===== src/rtl/video_pack_pkg.sv =====
// Shared constants for the video packer: packed-word field offsets, colour bars
// and the packed-word width helper.
package video_pack_pkg;

  localparam int SOF_BIT = 0;
  localparam int DE_BIT  = 1;
  localparam int HS_BIT  = 2;
  localparam int VS_BIT  = 3;
  localparam int RGB_LSB = 4;

  // Index 0 is the leftmost bar: white, yellow, cyan, green, magenta, red, blue, black.
  localparam logic [7:0][23:0] COLOR_BARS = {
    24'h000000, 24'h0000FF, 24'hFF0000, 24'hFF00FF,
    24'h00FF00, 24'h00FFFF, 24'hFFFF00, 24'hFFFFFF
  };

  function automatic int pack_size(input int h_act, input int v_act);
    return 3*8 + 4 + $clog2(h_act) + $clog2(v_act);
  endfunction

endpackage


===== src/rtl/video_packer_xy_counter.sv =====
// Frame-relative x/y pixel counters with saturation, line length / line count
// error detection and the end-of-frame pulse.
module xy_counter
  import video_pack_pkg::*;
#(
  parameter int H_ACT = 1280,
  parameter int V_ACT = 720,
  localparam int XW = $clog2(H_ACT),
  localparam int YW = $clog2(V_ACT)
) (
  input  logic          clk,
  input  logic          rstn,
  input  logic          de,
  input  logic          prev_de,
  input  logic          vs_rise,
  output logic [XW-1:0] x_cnt,
  output logic [YW-1:0] y_cnt,
  output logic          frame_done,
  output logic [1:0]    err
);

  logic line_full;  // the pixel at x = H_ACT-1 has been consumed on this line
  logic wrapped;    // y wrapped past V_ACT-1 since the last vsync
  logic len_err;
  logic cnt_err;
  logic de_fall;
  logic de_rise;
  logic x_last;
  logic y_last;

  assign de_fall = prev_de & ~de;
  assign de_rise = de & ~prev_de;
  assign x_last  = (x_cnt == XW'(H_ACT - 1));
  assign y_last  = (y_cnt == YW'(V_ACT - 1));
  assign err     = {len_err, cnt_err};

  always_ff @(posedge clk or negedge rstn) begin
    if (!rstn) begin
      x_cnt      <= '0;
      y_cnt      <= '0;
      line_full  <= 1'b0;
      wrapped    <= 1'b0;
      frame_done <= 1'b0;
      len_err    <= 1'b0;
      cnt_err    <= 1'b0;
    end else begin
      frame_done <= de_fall & y_last;
      if ((de && line_full) || (de_fall && !line_full)) len_err <= 1'b1;
      if (de_rise && wrapped) cnt_err <= 1'b1;
      // vsync rise takes priority over the line end; the current pixel has
      // already been packed with the old counters.
      if (vs_rise) begin
        x_cnt     <= '0;
        y_cnt     <= '0;
        line_full <= 1'b0;
        wrapped   <= 1'b0;
      end else if (de_fall) begin
        x_cnt     <= '0;
        line_full <= 1'b0;
        if (y_last) begin
          y_cnt   <= '0;
          wrapped <= 1'b1;
        end else begin
          y_cnt <= y_cnt + 1'b1;
        end
      end else if (de) begin
        if (x_last) line_full <= 1'b1;
        else        x_cnt     <= x_cnt + 1'b1;
      end
    end
  end

endmodule


===== src/rtl/video_packer.sv =====
// Packs raw RGB video timing into {x, y, R, G, B, vsync, hsync, de, sof}.
// Optional colour-bar generator enabled with VIDEO_PACKER_PATTERN_EN.
module video_packer
  import video_pack_pkg::*;
#(
  parameter logic [11:0] H_ACT  = 12'd1280,
  parameter logic [11:0] V_ACT  = 12'd720,
  parameter logic        HS_POL = 1'b1,
  parameter logic        VS_POL = 1'b1,
  localparam int XW        = $clog2(H_ACT),
  localparam int YW        = $clog2(V_ACT),
  localparam int PACK_SIZE = pack_size(int'(H_ACT), int'(V_ACT))
) (
  input  logic                 clk,
  input  logic                 rstn,
  input  logic                 i_vsync,
  input  logic                 i_hsync,
  input  logic                 i_de,
  input  logic [23:0]          i_rgb,
`ifdef VIDEO_PACKER_PATTERN_EN
  input  logic                 i_pattern,
`endif
  output logic [PACK_SIZE-1:0] o_pack,
  output logic                 o_frame_done,
  output logic [1:0]           o_err
);

  localparam int Y_LSB = RGB_LSB + 24;
  localparam int X_LSB = Y_LSB + YW;

  logic                 vs;
  logic                 hs;
  logic                 prev_de;
  logic                 prev_vs;
  logic [XW-1:0]        x_cnt;
  logic [YW-1:0]        y_cnt;
  logic [23:0]          rgb_src;
  logic [PACK_SIZE-1:0] pack_d;

  assign vs = i_vsync ~^ VS_POL;
  assign hs = i_hsync ~^ HS_POL;

`ifdef VIDEO_PACKER_PATTERN_EN
  logic [2:0] bar_idx;
  assign bar_idx = 3'((int'(x_cnt) * 8) / int'(H_ACT));
  assign rgb_src = i_pattern ? COLOR_BARS[bar_idx] : i_rgb;
`else
  assign rgb_src = i_rgb;
`endif

  xy_counter #(
    .H_ACT (int'(H_ACT)),
    .V_ACT (int'(V_ACT))
  ) u_xy (
    .clk        (clk),
    .rstn       (rstn),
    .de         (i_de),
    .prev_de    (prev_de),
    .vs_rise    (vs & ~prev_vs),
    .x_cnt      (x_cnt),
    .y_cnt      (y_cnt),
    .frame_done (o_frame_done),
    .err        (o_err)
  );

  always_comb begin
    pack_d         = '0;
    pack_d[VS_BIT] = vs;
    pack_d[HS_BIT] = hs;
    pack_d[DE_BIT] = i_de;
    if (i_de) begin
      pack_d[X_LSB +: XW]   = x_cnt;
      pack_d[Y_LSB +: YW]   = y_cnt;
      pack_d[RGB_LSB +: 24] = rgb_src;
      pack_d[SOF_BIT]       = (x_cnt == '0) && (y_cnt == '0);
    end else begin
      // Coordinates hold through blanking; colour is blanked.
      pack_d[X_LSB +: XW] = o_pack[X_LSB +: XW];
      pack_d[Y_LSB +: YW] = o_pack[Y_LSB +: YW];
    end
  end

  always_ff @(posedge clk or negedge rstn) begin
    if (!rstn) begin
      o_pack  <= '0;
      prev_de <= 1'b0;
      prev_vs <= 1'b0;
    end else begin
      o_pack  <= pack_d;
      prev_de <= i_de;
      prev_vs <= vs;
    end
  end

endmodule

===== config.mk =====
export PLATFORM = sky130hd
export DESIGN_NAME = video_packer
export DESIGN_NICKNAME = d
export VERILOG_FILES = /design/src/rtl/video_pack_pkg.sv /design/src/rtl/video_packer_xy_counter.sv /design/src/rtl/video_packer.sv
export SDC_FILE = /design/constraint.sdc
export NUM_CORES = 1
export LEC_CHECK = 0
export ABC_AREA = 1
export BUFFER_PORTS_ARGS = -buffer_cell sky130_fd_sc_hd__clkbuf_2
export CORE_UTILIZATION = 45
export CTS_CLUSTER_SIZE = 8
export DETAILED_ROUTE_END_ITERATION = 8
export GPL_TIMING_DRIVEN = 1
export PLACE_DENSITY = 0.79
export SYNTH_ARGS = -nofsm -noshare
export SYNTH_HDL_FRONTEND = slang
export SYNTH_HIERARCHICAL = 1
export SYNTH_SLANG_ARGS = --single-unit

===== constraint.sdc =====
create_clock -name clk -period 1.7 [get_ports clk]
set_input_delay 0.17 -clock clk [delete_from_list [all_inputs] [get_ports clk]]
set_output_delay 0.17 -clock clk [all_outputs]
set_load 0.01 [all_outputs]

## Yosys cells after proc, flatten, opt, wreduce, memory -nomap -nowiden

Cells that the tools add are included.

| storage, ports and cells | value |
|---|---|
| register bits | 77 |
| output and inout bits | 52 |
| word-level logic and storage cells | 54 |

| cells by class | value |
|---|---|
| multiplexer cells | 16 |
| reduce and logical (&&, ||, !) cells | 15 |
| add/sub/neg operators | 2 |
| bitwise gates (word level) | 7 |
| equality and inequality tests | 3 |

Operator list:

| operator | number |
|---|---|
| 2-to-1 mux 11 bit | 4 |
| 2-to-1 mux 10 bit | 3 |
| 2-to-1 mux 24 bit | 1 |
| adder 11 x 1 -> 11 bit (second input constant) | 1 |
| == test 11 bit (second input constant) | 1 |
| zero test 11 bit | 1 |
| adder 10 x 1 -> 10 bit (second input constant) | 1 |
| == test 10 bit (second input constant) | 1 |
| zero test 10 bit | 1 |
| 2-to-1 mux 1 bit | 8 |
| AND reduction 2 bit | 3 |
| nonzero test 3 bit | 2 |
| bitwise AND 1 bit | 4 |
| logical AND 1 bit | 4 |
| nonzero test 2 bit | 2 |
| inequality test 3 x 1 -> 1 bit (second input constant) | 1 |
| inverter 1 bit | 3 |
| zero test 1 bit | 1 |
| logical OR 1 bit | 1 |

## Longest topological paths before layout

| depth | value |
|---|---|
| depth in word-level cells | 5 |
| mapped depth | 9 |

## By module

The synthesis kept the hierarchy.

By module, submodules not included:

| module | seq. area each (um^2) | times used | cells each | area each (um^2) |
|---|---|---|---|---|
| video_packer | 1226.2 | 1 | 191 | 1815.5 |
| xy_counter | 650.6 | 1 | 210 | 1609.0 |

## Worst setup path before layout

OpenSTA, ideal clock, no wires.

| path | value |
|---|---|
| kind | register -> register |
| start point | register u_xy.x_cnt[0] |
| end point | register u_xy.x_cnt[3] |
| required time | 1582 ps |
| buffers on the path | 0 |
| stages on the path, launching flop included | 9 |
| arrival | 1296 ps |
| setup slack | 286 ps |
| path through | dfrtp_1 > ha_1 > nand3_4 > nor2_4 > nand3_4 > nand2_8 > nand2_4 > nand2_1 > o21ai_2 |

| between the ends | value |
|---|---|
| longest elaborated chain between the ends | 5 |

Ends and longest elaborated chain:

| item | line | text |
|---|---|---|
| from (decl) | video_packer_xy_counter.sv:16 | `output logic [XW-1:0] x_cnt,` |
| from (signal assigned) | video_packer_xy_counter.sv:68 | `else x_cnt <= x_cnt + 1'b1;` |
| adder 11 x 1 -> 11 bit | video_packer_xy_counter.sv:68 |  |
| 2-to-1 mux 11 bit | video_packer_xy_counter.sv:67 | `if (x_last) line_full <= 1'b1;` |
| 2-to-1 mux 11 bit | video_packer_xy_counter.sv:66 | `end else if (de) begin` |
| 2-to-1 mux 11 bit | video_packer_xy_counter.sv:57 | `end else if (de_fall) begin` |
| 2-to-1 mux 11 bit | video_packer_xy_counter.sv:52 | `if (vs_rise) begin` |

Parallel ways exist; a longest one is shown, timed or not. The select of a mux whose other input is x is not followed.
A chain may end at the register's enable or synchronous reset.

## Final worst setup path

| path | value |
|---|---|
| start point | register u_xy.x_cnt[1] |
| end point | register u_xy.x_cnt[3] |

Same word-level chain as after synthesis.

==> impl_metrics.json <==
{
  "ctsHoldBuffers": 8,
  "ys_warn_count": 6,
  "drt_pre_antenna_iters": 4,
  "synthCells": 401,
  "hold_violations": 0,
  "cts_tree": "built",
  "path_class": "reg -> reg",
  "final_cell_mix": "nand2_1 (146), clkbuf_2 (79), dfrtp_1 (75)",
  "gp_congestion": 0.8988,
  "synth_area_mm2": 0.003425,
  "rsz0062_at_grt": "false",
  "period_minus_slack_ps": 1570,
  "cp.arrival_ps": 1810,
  "wl_per_cell_um": 12.28,
  "cts_num_sinks": 75,
  "vias": 2869,
  "cts_setup_buffers": 0,
  "grt_max_degree": 32,
  "drtAntennaViolNets": 0,
  "grt_pass1_vias": 2624,
  "antenna_found_initial": 0,
  "status": "finished, final reports clean",
  "setup_ws_ps": 129.9,
  "numCtsBuffers": 9,
  "critPathMaxFanout": 9,
  "fin_crit_sh_pct": 92.36,
  "root_buffer": "clkbuf_8",
  "holdWs_ps": 13.62,
  "insertedDiodeCount": 0,
  "avgSynthCellArea_um2": 8.540,
  "maxSlewHeadroom_pct": 66.37,
  "vias_per_cell": 4.798,
  "core-area_mm2": 0.007292,
  "p_per_area_mw_per_mm2": 889.5,
  "clk_latency_ps": 350,
  "rows": 31,
  "nets": 525,
  "area_delta_synth_final_pct": 22.43,
  "routed_wl_um": 7341,
  "leakagePower_nw": 2.437,
  "pre_cts_ws_ps": 161.1,
  "clk_pin_slew_worst_paths_ps": 80,
  "ys_seq_area_share_pct": 54.80,
  "ctsResizeCount": 0,
  "min_path_type": "in -> reg",
  "drive_gt1_share_pct": 24.85,
  "worstMarginPinSlew_ps": 504.5,
  "yosys-top-cells-area": "dfrtp_1 (55%), nand2_1 (16%), inv_1 (5.7%)",
  "die_h_um": 89.24,
  "cp-start-kind": "register",
  "htree_num_levels": 3,
  "crit_path_end_kind": "register",
  "track_usage_pct": 19.29,
  "clockBufferDepth": 2,
  "dpl.hpwl_um": 5294,
  "drtIter0Drc": 169,
  "dieArea_mm2": 0.007963,
  "layout_commonest_cell": "nand2_1",
  "syn_nets": 432,
  "irDropWorstVdd_mv": 0.3824,
  "yosysTopAreaCell": "dfrtp_1",
  "synth-seq-cells": 75,
  "cap_viol_max_count": 0,
  "required_ps": 1940,
  "portBuffers": 80,
  "final_max_slew_viol_count": 0,
  "grt_overflow": 0,
  "die_w_um": 89.24,
  "synth_top_area_share_pct": 54.80,
  "fmaxAchievable_mhz": 636.9,
  "setup_violations": 0,
  "grt_pass1_wl_um": 11570,
  "initial_core_util_pct": 46.96,
  "post-route-util_pct": 57.50,
  "finClkSkew_ps": 5.582,
  "remaining_drc_errors": 0,
  "fin_setup_tns_ps": 0,
  "yosys.cell_types.count": 32,
  "ioPinCount": 81
}
## path summary, 6_finish.rpt
path | from | endpoint | slack [ps] | cells past startpoint
hold / removal | i_rgb[11] | o_pack[15] | 10 | 3
setup reg to reg | u_xy/x_cnt[1] | u_xy/x_cnt[3] | 130 | 8
setup / recovery | u_xy/x_cnt[1] | u_xy/x_cnt[3] | 130 | 8
min in group asynchronous | rstn | o_pack[35] | 330 | 2
max in group asynchronous | rstn | u_xy/x_cnt[4] | 840 | 3
hold reg to reg | u_xy/cnt_err | u_xy/cnt_err | 470 | 1
## Yosys cell counts, drive strengths merged
| master | number |
|---|---|
| and2 | 1 |
| nand3 | 26 |
| a21boi | 1 |
| o21ai | 6 |
| ha | 2 |
| nand2 | 151 |
| xor2 | 2 |
| dfrtp | 75 |
| nand4 | 7 |
| nor3 | 9 |
| o211ai | 1 |
| buf | 13 |
| or2 | 1 |
| inv | 56 |
| a21oi | 3 |
| o21a | 2 |
| a21o | 1 |
| nor2 | 44 |
## sequential cells by signal, summed over array words and instances, names as in the netlist
register,count
o_pack,49
u_xy/x_cnt,11
u_xy/y_cnt,10
u_xy/cnt_err,1
u_xy/frame_done,1
u_xy/len_err,1
u_xy/line_full,1
u_xy/wrapped,1
## through the flow
step | power (W) | cell area (um^2) | std cells
after floorplan | 0.002197 | 3425 | 401
after global placement | 0.002372 | 3910 | 574
after detailed placement | 0.002386 | 3910 | 574
after CTS | 0.003759 | 4193 | 598
after global routing | 0.003903 | 4193 | 598
final | 0.003730 | 4193 | 598
## where the power goes
part	switching [W]	total [W]	internal, W
logic	0.000264	0.000430	0.000166
registers	0.0000650	0.00193	0.00187
clock network	0.000649	0.00137	0.000717
## layout make-up
class                      count  area (um^2)
tap                           99        123.9
inverter                      56        220.2
multi-input combinational    257         1211
timing repair buffer          95        558.0
fill                         613         3099
sequential                    75         1877
clock inverter                 6        65.06
clock buffer                  10        137.6
## logic make-up after synthesis
logic type / Yosys count / share of synthesized area, %
buffers and inverters: 69 / 9.828
AOI/OAI and AO/OA: 14 / 2.521
and+or+nand+nor: 239 / 31.60
DFF: 75 / 54.80
xor gates and xnor gates: 2 / 0.5116
adders and majority gates: 2 / 0.7306
## worst max-delay path: stages, from the launching register on
cell     delay [ps]
dfrtp_1         450
ha_1            280
nand3_4         120
nor2_4          140
nand3_4         140
nand2_8         120
nand2_4          80
nand2_1          80
o21ai_2          50
## per-layer routing
metal,wire (um),part of all wire (%),global-route usage [%]
met1,3123,43,21.77
met2,3434,47,32.62
met3,593,8.1,5.910
met4,189,2.6,10.68
met5,0,0,0
Power figures use the tool's default switching activity.
